File: src/rtl/tx_flex_counter_v2_if.sv
// tx_flex_counter_v2_if: control/status bundle for tx_flex_counter_v2; wrap_count exists only with TX_WRAP_CNT_EN
interface tx_flex_counter_v2_if #(
  parameter int NUM_CNT_BITS  = 4,
  parameter int WRAP_CNT_BITS = 8
);
  logic                     clear;
  logic                     load;
  logic [NUM_CNT_BITS-1:0]  load_val;
  logic                     count_enable;
  logic                     stall;
  logic                     dir;
  logic                     one_shot;
  logic [NUM_CNT_BITS-1:0]  rollover_val;
  logic [NUM_CNT_BITS-1:0]  count_out;
  logic                     rollover_flag;
  logic                     wrap_pulse;
  logic                     done;
`ifdef TX_WRAP_CNT_EN
  logic [WRAP_CNT_BITS-1:0] wrap_count;
  modport master (
    output clear, load, load_val, count_enable, stall, dir, one_shot, rollover_val,
    input  count_out, rollover_flag, wrap_pulse, done, wrap_count
  );
  modport slave (
    input  clear, load, load_val, count_enable, stall, dir, one_shot, rollover_val,
    output count_out, rollover_flag, wrap_pulse, done, wrap_count
  );
`else
  modport master (
    output clear, load, load_val, count_enable, stall, dir, one_shot, rollover_val,
    input  count_out, rollover_flag, wrap_pulse, done
  );
  modport slave (
    input  clear, load, load_val, count_enable, stall, dir, one_shot, rollover_val,
    output count_out, rollover_flag, wrap_pulse, done
  );
`endif
endinterface

File: src/rtl/tx_flex_counter_v2.sv
// tx_flex_counter_v2: up/down flex counter with load, stall, one-shot and wrap pulse; TX_WRAP_CNT_EN adds a saturating wrap_count
module tx_flex_counter_v2 #(
  parameter int NUM_CNT_BITS  = 4,
  parameter int START_VAL     = 1,
  parameter int WRAP_CNT_BITS = 8
) (
  input logic                 clk,
  input logic                 n_rst,
  tx_flex_counter_v2_if.slave bus
);
  localparam logic [NUM_CNT_BITS-1:0] S = NUM_CNT_BITS'(START_VAL);
  logic [NUM_CNT_BITS-1:0] term, step, cnt_nxt;
  logic wrap, hold, ctl, done_nxt, pulse_nxt, flag_nxt;
  always_comb begin
    term      = bus.dir ? S : bus.rollover_val;
    wrap      = bus.dir ? bus.count_out == S : bus.count_out >= bus.rollover_val;
    hold      = bus.stall || !bus.count_enable || bus.done;
    ctl       = bus.clear || bus.load;
    // down mode reloads from below START_VAL or above rollover_val, but only START_VAL counts as a wrap
    step      = bus.dir ? ((bus.count_out <= S || bus.count_out > bus.rollover_val) ? bus.rollover_val : bus.count_out - 1'b1)
                        : (wrap ? S : bus.count_out + 1'b1);
    cnt_nxt   = bus.clear ? '0 : bus.load ? bus.load_val : hold ? bus.count_out : (wrap && bus.one_shot) ? term : step;
    done_nxt  = !ctl && (bus.done || (!hold && wrap && bus.one_shot));
    pulse_nxt = !ctl && !hold && wrap;
    flag_nxt  = cnt_nxt == term;
  end
  always_ff @(posedge clk) begin
    if (!n_rst) begin
      bus.count_out     <= '0;
      bus.rollover_flag <= 1'b0;
      bus.wrap_pulse    <= 1'b0;
      bus.done          <= 1'b0;
    end else begin
      bus.count_out     <= cnt_nxt;
      bus.rollover_flag <= flag_nxt;
      bus.wrap_pulse    <= pulse_nxt;
      bus.done          <= done_nxt;
    end
  end
`ifdef TX_WRAP_CNT_EN
  always_ff @(posedge clk) begin
    if (!n_rst || bus.clear) bus.wrap_count <= '0;
    else if (pulse_nxt && bus.wrap_count != '1) bus.wrap_count <= bus.wrap_count + 1'b1;
  end
`endif
endmodule

File: src/flat_wrapper.sv
// flat-port wrapper written by rule: the top's interface ports become plain ports
module tx_flex_counter_v2_flat 
#(
  parameter int NUM_CNT_BITS  = 4,
  parameter int START_VAL     = 1,
  parameter int WRAP_CNT_BITS = 8
)
  (clk, n_rst, bus_clear, bus_load, bus_load_val, bus_count_enable, bus_stall, bus_dir, bus_one_shot, bus_rollover_val, bus_count_out, bus_rollover_flag, bus_wrap_pulse, bus_done);
  tx_flex_counter_v2_if #(.NUM_CNT_BITS(NUM_CNT_BITS), .WRAP_CNT_BITS(WRAP_CNT_BITS)) bus_i ();
  input logic clk;
  input logic n_rst;
  input wire logic [$bits(bus_i.clear)-1:0] bus_clear;
  input wire logic [$bits(bus_i.load)-1:0] bus_load;
  input wire logic [$bits(bus_i.load_val)-1:0] bus_load_val;
  input wire logic [$bits(bus_i.count_enable)-1:0] bus_count_enable;
  input wire logic [$bits(bus_i.stall)-1:0] bus_stall;
  input wire logic [$bits(bus_i.dir)-1:0] bus_dir;
  input wire logic [$bits(bus_i.one_shot)-1:0] bus_one_shot;
  input wire logic [$bits(bus_i.rollover_val)-1:0] bus_rollover_val;
  output wire logic [$bits(bus_i.count_out)-1:0] bus_count_out;
  output wire logic [$bits(bus_i.rollover_flag)-1:0] bus_rollover_flag;
  output wire logic [$bits(bus_i.wrap_pulse)-1:0] bus_wrap_pulse;
  output wire logic [$bits(bus_i.done)-1:0] bus_done;
  assign bus_i.clear = bus_clear;
  assign bus_i.load = bus_load;
  assign bus_i.load_val = bus_load_val;
  assign bus_i.count_enable = bus_count_enable;
  assign bus_i.stall = bus_stall;
  assign bus_i.dir = bus_dir;
  assign bus_i.one_shot = bus_one_shot;
  assign bus_i.rollover_val = bus_rollover_val;
  assign bus_count_out = bus_i.count_out;
  assign bus_rollover_flag = bus_i.rollover_flag;
  assign bus_wrap_pulse = bus_i.wrap_pulse;
  assign bus_done = bus_i.done;
  tx_flex_counter_v2 #(.NUM_CNT_BITS(NUM_CNT_BITS), .START_VAL(START_VAL), .WRAP_CNT_BITS(WRAP_CNT_BITS)) u_core (.clk(clk), .n_rst(n_rst), .bus(bus_i));
endmodule
File: config.mk
export PLATFORM = sky130hd
export DESIGN_NAME = tx_flex_counter_v2_flat
export DESIGN_NICKNAME = d
export VERILOG_FILES = /design/src/rtl/tx_flex_counter_v2_if.sv /design/src/rtl/tx_flex_counter_v2.sv /design/src/flat_wrapper.sv
export SDC_FILE = /design/constraint.sdc
export NUM_CORES = 1
export LEC_CHECK = 0
export BUFFER_PORTS_ARGS = -buffer_cell sky130_fd_sc_hd__buf_2
export CAP_MARGIN = 20
export CORE_MARGIN = 2
export CORE_UTILIZATION = 45
export DETAILED_ROUTE_END_ITERATION = 6
export MAX_ROUTING_LAYER = met4
export PLACE_DENSITY_LB_ADDON = 0.2
export RECOVER_POWER = 100
export SYNTH_ARGS = -nofsm -noshare
export SYNTH_HDL_FRONTEND = slang
export SYNTH_SLANG_ARGS = --single-unit
File: constraint.sdc
create_clock -name clk -period 6.2 [get_ports clk]
set_input_delay 0.62 -clock clk [delete_from_list [all_inputs] [get_ports clk]]
set_output_delay 0.62 -clock clk [all_outputs]
set_load 0.05 [all_outputs]
==> results of run 1 <==
cell usage after synthesis (3+ instances only):
library cell  instances  area share [%]
nand2_1              12             4.9
dfxtp_1               7              15
ha_1                  7             9.5
a21oi_1               6             3.3
inv_1                 6             2.5
nor2_1                5             2.0
o21ai_0               5             2.7
nand3_1               4             2.2
xnor2_1               4             3.8
a211oi_1              3             2.5
a21o_1                3             2.5
and2_1                3             2.0
nor3b_1               3             2.5
nor4_1                3             2.0
sequential cells by signal, summed over array words and instances, names as in the netlist:
| signal | flops |
|---|---|
| u_core.bus.count_out | 4 |
| u_core.bus.wrap_pulse | 1 |
| u_core.bus.rollover_flag | 1 |
| u_core.bus.done | 1 |
kinds of logic after synthesis:
logic type,Yosys count,share of synthesized area (%)
AOI/OAI and AO/OA,36,31.65
xor gates and xnor gates,5,4.775
adders and majority gates,7,9.549
buffers and inverters,9,4.502
DFF,7,15.28
and+or+nand+nor,49,34.24
report_power, final:
group,internal (µW),total (µW),switching (µW)
Sequential,46.6,49.3,2.76
Combinational,23.7,64.1,40.4
Clock,24.8,45.1,20.3
Total,95.1,158,63.4
layout make-up:
cell class              count  area share, %
inverters                   6          2.200
repair buffers             22          9.902
well taps                  27          3.301
flip-flops and latches      7          13.69
multi-input cells          97          68.34
clock buffers               4          2.567
per-layer routing:
layer / vias up / global-route usage (%) / routed length [µm]
met5: - / - / 0
met4: 0 / 10.95 / 34
met3: 7 / 4.908 / 171
met2: 51 / 37.39 / 1247
met1: 454 / 29.11 / 1128
li1: 475 / - / -
worst paths after layout:
| path | endpoint | slack [ns] | start |
|---|---|---|---|
| min reg2reg | u_core.bus.done | 0.54 | u_core.bus.done |
| min | u_core.bus.done | 0.54 | u_core.bus.done |
| max reg2reg | u_core.bus.rollover_flag | 2.97 | u_core.bus.count_out[0] |
| max | u_core.bus.rollover_flag | 2.97 | u_core.bus.count_out[0] |
worst register-to-register path: stages, from the launching register on:
cell      delay, ns
dfxtp_1        0.46
inv_1          0.14
ha_1           0.26
or2_4          0.24
a221oi_1       0.46
a21oi_1        0.20
nor4_1         0.49
nor4_2         0.11
or4_1          0.41
a21o_1         0.20
a211oi_2       0.19
per-stage QoR:
| step | instance area (µm²) | hold WS [ns] | std cells | total power [µW] | worst slack, ns |
|---|---|---|---|---|---|
| after floorplan | 917.1 | 0.7411 | 113 | 99.98 | 3.164 |
| after global placement | 1042 | 0.4990 | 159 | 116.3 | 3.192 |
| after detailed placement | 1042 | 0.5134 | 159 | 117.5 | 3.147 |
| after CTS | 1069 | 0.5284 | 163 | 162.5 | 3.299 |
| after global routing | 1023 | 0.6016 | 163 | 167.9 | 2.787 |
| final | 1023 | 0.5382 | 163 | 158.5 | 2.966 |
==> flow_summary_export.csv, run 1 <==
group,metric,value,unit
status,status,"complete, no violations",
sta,setup-violations-final,0,
floorplanning,rows,16,
placement,io_buffers,22,
route,vias_per_cell,6.055,
sta,grt_setup_unrepaired,"no",
floorplanning,die_h,49.15,µm
worst_hold_path,hold_depth,2,
clock_tree,clkTransAtPathRegs,0.06,ns
floorplanning,core_area,1942,µm²
worst_setup_path,crit_required,6.39,ns
clock_tree,cts_buffers,3,
sta,slew_viol_final,0,
clock_tree,postCtsSetupRepairBufs,0,
worst_setup_path,crit_chain,"inv_1 -> ha_1 -> or2_4 -> a221oi_1 -> a21oi_1 -> nor4_1 -> nor4_2 -> or4_1 -> a21o_1 -> a211oi_2",
layout,final_nets,160,
sta,hold_viol_final,0,
sta,finalCritPeriodShare,52.16,%
route,drt_iter0_markers,37,
logic_synthesis,syn_avg_cell_area,8.116,µm²
power,power.leakage,0.0004114,µW
layout,ff_latch_area,140.1,µm²
global_routing,grt_start_max_net_pins,11,
logic_synthesis,synthCells,113,
worst_setup_path,crit_cells,10,
power,vdd_drop_max,0.09414,mV
worst_setup_path,startpoint_type,"register",
route,wl,2582,µm
layout,n_antenna_cell,0,
clock_tree,ctsHoldBuffers,0,
job,drv_cap,0,
sta,slew-limit-headroom,48.41,%
worst_setup_path,max_stage_delay,0.49,ns
worst_setup_path,setup.worst_path.end_class,"register",
sta,clock_skew,0.001439,ns
worst_setup_path,path_max_fanout,7,
logic_synthesis,syn_nets,136,
worst_setup_path,crit_buf_inv,1,
logic_synthesis,synth-seq-cells,7,
floorplanning,die_area,2415,µm²
logic_synthesis,async_reset_ff_share,0,%
floorplanning,die_w,49.15,µm
logic_synthesis,yosysSeqAreaShare,15.28,%
logic_synthesis,syn_area,917.1,µm²
worst_setup_path,arrival,3.42,ns
sta,tightest_slew,0.7722,ns
global_routing,grt_pass1_wl,4319,µm
global_routing,grt_pass1_vias,954,
logic_synthesis,synth-edff-count,0,
layout,area_delta_synth_final,11.60,%
sta,max_clock_freq,309.2,MHz
sta,setup-tns-final,0,ns
layout,drive_gt1_share,20.59,%
global_routing,antenna_found_initial,0,
worst_hold_path,holdCritPathClass,"register to register",
route,wire_per_inst,15.84,µm
placement,dp_hpwl,2047,µm
route,ant_nets,0,
sta,fin_crit,3.234,ns
worst_setup_path,path_delay_family,"simple AND/OR/NAND/NOR gates",
global_routing,grtUsageTotal,23.79,%
layout,post-route-util,52.71,%
power,power_density,154.9,nW/µm²
worst_setup_path,reg2regPathDepth,10,
logic_synthesis,synth_cell_types,45,
worst_setup_path,crit_type,"register to register",
layout,final_common_cell,"buf_2",
worst_setup_path,critPathSlowestCell,"nor4_1",
clock_tree,root_buffer,"clkbuf_4",
clock_tree,cts_buffer_depth,2,
floorplanning,initial_utilization,47.23,%
clock_tree,clkSinkCount,7,
clock_tree,clock_latency,0.26,ns
route,dr.pass1.iters,4,
global_routing,grt.overflow.total,0,
layout,layout_common_cells,"buf_2 (15), nand2_1 (12), clkbuf_1 (8)",
placement,gp_congestion,0.9630,
floorplanning,ios,23,
clock_tree,post_cts_resized,0,
layout,multi_input_area,699.4,µm²
route,drcViolationCount,0,
logic_synthesis,synth-main-ff-cell,"dfxtp_1",
logic_synthesis,yosysWarnings,0,
clock_tree,htreeDepth,1,
route,via_count,987,
layout,fillers,191,
clock_tree,cts_tree,"done",
Note: power is estimated with default switching activity, not from simulation.
==> inputs of run 2 (changes only) <==
Settings changed: ABC_AREA set to 1.
Clock period 6.2 ns to 3.2 ns, I/O delays scaled along.
==> run 2 against run 1 <==
Design area is 4.2% lower. Largest power group unchanged. Routed wire length is 21% lower. Critical path type unchanged. Utilization is 3.5 points higher. Total power is 86% higher.
==> flow_summary_export.csv, run 2 <==
group,metric,value,unit
logic_synthesis,synth_top_family_by_area,"simple AND/OR/NAND/NOR gates",
floorplanning,die_h,47.52,µm
logic_synthesis,synthXorXnorAreaFrac,3.084,%
layout,n_antenna_cell,0,
worst_setup_path,startpoint_type,"register",
sta,slew-limit-headroom,60.58,%
floorplanning,die_w,47.52,µm
logic_synthesis,synth_cell_types,22,
worst_setup_path,arrival,2.49,ns
layout,ff_latch_area,140.1,µm²
logic_synthesis,yosysWarnings,0,
route,vias_per_cell,4.729,
logic_synthesis,synth.top_cell.area_share,22.03,%
logic_synthesis,synthTopCellsByCount,"nand2_1 (50), inv_1 (27), nor2_1 (22)",
logic_synthesis,synth_area_leaders,"nand2_1 (22%), dfxtp_1 (16%), inv_1 (12%), ha_1 (10%), nor2_1 (9.7%)",
global_routing,grt_pass1_wl,3249,µm
sta,tightest_slew,0.5939,ns
route,dr.pass1.iters,4,
logic_synthesis,yosysSeqAreaShare,16.45,%
clock_tree,clkTransAtPathRegs,0.05,ns
power,power.leakage,0.0005786,µW
logic_synthesis,synth_mux_area_share,0,%
logic_synthesis,syn_area,852.1,µm²
sta,grt_setup_unrepaired,"no",
logic_synthesis,synth_fa_ha_area_share,10.28,%
layout,final_common_cell,"nand2_1",
clock_tree,cts_tree,"done",
power,power_density,300.4,nW/µm²
floorplanning,ios,23,
layout,final_nets,202,
layout,multi_input_area,576.8,µm²
route,drt_iter0_markers,21,
worst_hold_path,holdCritPathClass,"input pin to register",
sta,finalCritPeriodShare,73.12,%
logic_synthesis,synthSimpleGateAreaFrac,51.25,%
global_routing,grtUsageTotal,21.58,%
logic_synthesis,yosysTopAreaCell,"nand2_1",
layout,instances_no_fill,203,
clock_tree,cts_buffers,3,
layout,fillers,196,
sta,slew_viol_final,0,
clock_tree,clock_latency,0.25,ns
logic_synthesis,syn_nets,177,
clock_tree,ctsHoldBuffers,0,
sta,fin_crit,2.340,ns
floorplanning,core_area,1745,µm²
placement,gp_congestion,0.8943,
layout,largest_reg_flops,4,
clock_tree,postCtsSetupRepairBufs,0,
layout,layout_common_cells,"nand2_1 (50), inv_1 (27), nor2_1 (22)",
clock_tree,cts_buffer_depth,2,
global_routing,grt_start_max_net_pins,12,
clock_tree,post_cts_resized,0,
logic_synthesis,async_reset_ff_share,0,%
worst_setup_path,setup.worst_path.end_class,"register",
floorplanning,initial_utilization,48.82,%
worst_setup_path,crit_type,"register to register",
sta,clock_skew,0.003959,ns
sta,hold_viol_final,0,
power,vdd_drop_max,0.2335,mV
logic_synthesis,synthCells,154,
global_routing,grt_pass1_vias,797,
logic_synthesis,synth-edff-count,0,
logic_synthesis,synth-seq-cells,7,
worst_setup_path,crit_required,3.35,ns
route,wl,2049,µm
global_routing,grt.overflow.total,0,
clock_tree,htreeDepth,1,
status,status,"complete, no violations",
clock_tree,clkSinkCount,7,
sta,max_clock_freq,427.4,MHz
clock_tree,root_buffer,"clkbuf_4",
floorplanning,rows,15,
layout,largest_register,"u_core.bus.count_out",
logic_synthesis,synth-main-ff-cell,"dfxtp_1",
sta,setup-tns-final,0,ns
route,wire_per_inst,10.09,µm
route,drcViolationCount,0,
sta,setup-violations-final,0,
route,via_count,960,
logic_synthesis,synth_most_common_cell,"nand2_1",
placement,dp_cells,199,
layout,area_delta_synth_final,15.12,%
route,ant_nets,0,
logic_synthesis,synth-compound-area-share,5.140,%
global_routing,antenna_found_initial,0,
floorplanning,die_area,2258,µm²
worst_setup_path,path_max_fanout,8,
layout,drive_gt1_share,12.36,%
logic_synthesis,syn_avg_cell_area,5.533,µm²
placement,dp_hpwl,1727,µm
worst_setup_path,rrSetupSlack,0.86,ns
job,drv_cap,0,
placement,io_buffers,22,
==> run 2: cell types whose count changed in the layout (fill, tap and decap cells not counted), sizes merged, moves of 3 or more <==
cell    previous run  this run
a211oi             5         0
a21o               3         0
a21oi              8         2
and2               3         0
inv                6        27
nand2             12        52
nand3              4        16
nand4              2         6
nor2               6        23
nor3b              3         0
nor4               6         0
xnor2              4         1
==> run 2: critical path, cell delays in order, from the launching register on <==
cell and delay [ns]:
dfxtp_1 0.39, inv_1 0.16, ha_1 0.31, nand2_1 0.05, nor2_1 0.11, nor2_1 0.07, nand3_1 0.14, nand3_1 0.24
o21ai_0 0.22, inv_1 0.06, nand2_1 0.07, nand2_1 0.05, nand2_1 0.08, nand2_1 0.09, nand2_1 0.06, nand2_1 0.04
nand2_1 0.06, nor2_1 0.04
==> run 2: where the power goes <==
| part | switching [µW] | total, µW | internal (µW) |
|---|---|---|---|
| logic | 78.5 | 120 | 41.8 |
| registers | 4.63 | 95.3 | 90.6 |
| clock network | 31.6 | 79.1 | 47.5 |
| total | 115 | 295 | 180 |
==> run 2: cell families after synthesis <==
group / count (synthesis)
simple gates: 99
fa+ha+maj: 7
buf+inv: 30
flops: 7
compound gates: 8
xor+xnor: 3
==> run 2: cell type report <==
cell class	instances	area share, %
repair buffers	22	10.33
clock buffers	4	2.679
well taps	25	3.189
inverters	28	10.71
multi-input cells	117	58.80
flip-flops and latches	7	14.29
==> run 2: path summary, 6_finish.rpt <==
| check | from | endpoint | depth (start not counted) |
|---|---|---|---|
| max | u_core.bus.count_out[0] | u_core.bus.rollover_flag | 17 |
| min | n_rst | u_core.bus.done | 3 |
| max reg2reg | u_core.bus.count_out[0] | u_core.bus.rollover_flag | 17 |
| min reg2reg | u_core.bus.done | u_core.bus.done | 2 |
==> run 2: stage by stage <==
stage / power (µW) / hold WS (ns) / area (µm²) / util, % / setup WS [ns]
after global placement: 219.7 / 0.5027 / 980.9 / 56.20 / 1.053
after global routing: 322.8 / 0.3973 / 980.9 / 56.20 / 0.5415
final: 294.7 / 0.3778 / 980.9 / 56.20 / 0.8600
after detailed placement: 221.1 / 0.5133 / 980.9 / 56.20 / 1.033
after floorplan: 190.3 / 0.4833 / 852.1 / - / 0.8754
after CTS: 303.1 / 0.3732 / 1007 / 57.71 / 1.031
==> run 2: per-layer routing <==
layer,vias up,GRT usage (%),share of wire [%]
li1,525,-,-
met1,409,27.21,46
met2,20,33.78,47
met3,6,2.642,4.7
met4,0,10.56,2.5
met5,-,-,0
==> inputs of run 3 (changes only) <==
Settings changed: ABC_AREA 1 to 0.
Clock period 3.2 ns to 2.4 ns, I/O delays scaled along.
==> run 3 against run 2 <==
The flow now finishes with violations (setup timing). Critical endpoint unchanged. Routed wire length up 41%. Non-clock buffer count up 23. Sequential cell count stayed put. First-iteration DRC count rose by 110%. Clock power is 37% higher. Cell count fell by 8.4%. Clock skew fell by 0.00074 ns. Count of clock-buffer cells in the layout unchanged. Sequential share of layout area decreased by 2.6 points. Worst hold slack lost 0.12 ns. Setup slack got worse by 0.95 ns. Maximum frequency down 5.9%.
==> flow_summary_export.csv, run 3 (synthesis results as in run 1) <==
group,metric,value,unit
route,wl,2899,µm
placement,dp_cells,181,
global_routing,grtUsageTotal,25.46,%
worst_setup_path,setup.worst_path.end_class,"register",
sta,max_clock_freq,402.0,MHz
floorplanning,die_h,49.15,µm
sta,finalCritPeriodShare,103.6,%
clock_tree,clock_latency,0.25,ns
global_routing,antenna_found_initial,0,
sta,clock_skew,0.003218,ns
clock_tree,root_buffer,"clkbuf_4",
global_routing,grt.overflow.total,0,
power,netSwitchingPower,177.2,µW
floorplanning,initial_utilization,47.23,%
sta,setup-tns-final,-0.08757,ns
clock_tree,cts_buffers,3,
clock_tree,clkTransAtPathRegs,0.05,ns
placement,io_buffers,22,
power,p_comb_share,50.2,%
route,vias_per_cell,6.043,
sta,slew-limit-headroom,60.26,%
sta,tightest_slew,0.5987,ns
sta,slew_viol_final,0,
floorplanning,rows,16,
placement,dp_hpwl,2250,µm
global_routing,grt_start_max_net_pins,11,
power,power.leakage,0.0005348,µW
worst_setup_path,startpoint_type,"register",
layout,largest_reg_flops,4,
clock_tree,clkSinkCount,7,
power,p_seq_share,26.5,%
layout,final_nets,183,
clock_tree,cts_buffer_depth,2,
clock_tree,cts_tree,"done",
global_routing,grt_pass1_wl,4678,µm
route,drt_iter0_markers,44,
worst_setup_path,crit_type,"register to register",
worst_setup_path,path_max_fanout,3,
layout,final_cell_area,1305,µm²
route,wire_per_inst,15.59,µm
layout,post-route-util,67.20,%
layout,fillers,180,
floorplanning,die_w,49.15,µm
route,ant_nets,0,
job,drv_cap,0,
power,internal-power,286.1,µW
power,vdd_drop_max,0.3485,mV
worst_hold_path,holdCritPathClass,"input pin to register",
status,violations,"setup timing",
layout,layout_common_cells,"buf_4 (22), buf_2 (15), nand2_1 (12)",
floorplanning,die_area,2415,µm²
clock_tree,htreeDepth,1,
placement,place_area,1237,µm²
power,switching_share,38.25,%
layout,area_delta_synth_final,42.29,%
power,power_density,355.0,nW/µm²
layout,instances_no_fill,186,
route,dr.pass1.iters,4,
sta,setup-violations-final,1,
power,pwr-share-clk,23.3,%
route,drcViolationCount,0,
sta,fin_crit,2.488,ns
sta,grt_setup_unrepaired,"yes",
global_routing,grt_pass1_vias,1029,
worst_setup_path,arrival,2.66,ns
clock_tree,ctsHoldBuffers,0,
layout,final_common_cell,"buf_4",
placement,gp_congestion,0.9910,
layout,drive_gt1_share,44.03,%
sta,finalWorstSetupSlack,-0.08757,ns
layout,largest_register,"u_core.bus.count_out",
floorplanning,core_area,1942,µm²
worst_setup_path,crit_required,2.58,ns
floorplanning,ios,23,
sta,hold_viol_final,0,
layout,n_antenna_cell,0,
status,status,"finished, violations left",
route,via_count,1124,
-- run 3: cell types whose count changed in the layout (fill, tap and decap cells not counted), moves of 3 or more --
cell,change
a211oi_1,+3
a21oi_1,+4
nor3b_1,+3
and2_1,+3
dfxtp_1,-4
nor2_1,-17
nand2_1,-38
nand3_1,-12
inv_1,-23
buf_4,+22
nand4_1,-5
dfxtp_4,+3
xnor2_1,+3
-- run 3: critical path, cell delays in order (launching register included) --
cell	delay (ns)
dfxtp_4	0.36
ha_1	0.30
and2b_2	0.22
o211a_1	0.25
o21ai_0	0.24
a31oi_2	0.14
nor4_2	0.40
xnor2_1	0.17
nand4_1	0.14
a211oi_2	0.19
-- run 3: metrics by stage --
stage	hold WS, ns	worst slack [ns]	power [µW]
5_1_grt	0.2764	-0.2198	496.3
3_3_place_gp	0.4964	-0.1120	335.6
3_5_place_dp	0.5162	-0.2067	336.6
4_1_cts	0.2568	-0.07706	449.6
6_report	0.2587	-0.08757	463.3
2_1_floorplan	0.3609	-0.1401	259.1
-- run 3: final timing paths --
kind	startpoint	end	slack, ns	cells past startpoint
hold / removal	n_rst	u_core.bus.count_out[1]	0.26	2
hold reg to reg	u_core.bus.done	u_core.bus.done	0.53	2
setup / recovery	u_core.bus.count_out[1]	u_core.bus.rollover_flag	-0.09	9
setup reg to reg	u_core.bus.count_out[1]	u_core.bus.rollover_flag	-0.09	9
-- run 3: per-layer routing --
layer	vias up	global-route usage (%)	share of wire, %
met5	-	-	0
met4	0	6.190	1.1
met3	4	4.294	7.7
met2	64	40.99	48
met1	530	33.14	43
li1	526	-	-
-- run 3: layout make-up --
type / instances / area, µm² / area share [%]
Inverter: 6 / 27.53 / 2.109
Sequential cell: 7 / 152.6 / 11.70
Tap cell: 27 / 33.78 / 2.589
Clock buffer: 4 / 26.28 / 2.013
Multi-Input combinational cell: 97 / 787.0 / 60.31
Timing Repair Buffer: 45 / 277.8 / 21.28
-- run 3: power groups by stage --
stage	clock, µW	combinational (µW)	sequential (µW)
after CTS	109	217	123
final	108	233	123
after floorplan	0	119	140
after detailed placement	0	211	125
after global routing	124	249	123
after global placement	0	210	125
-- run 3: timing repair --
item,4_1_cts,5_1_grt
buffers inserted,0,1
setup endpoints to repair,1,3
pin swaps,2,7
resized for setup,6,5
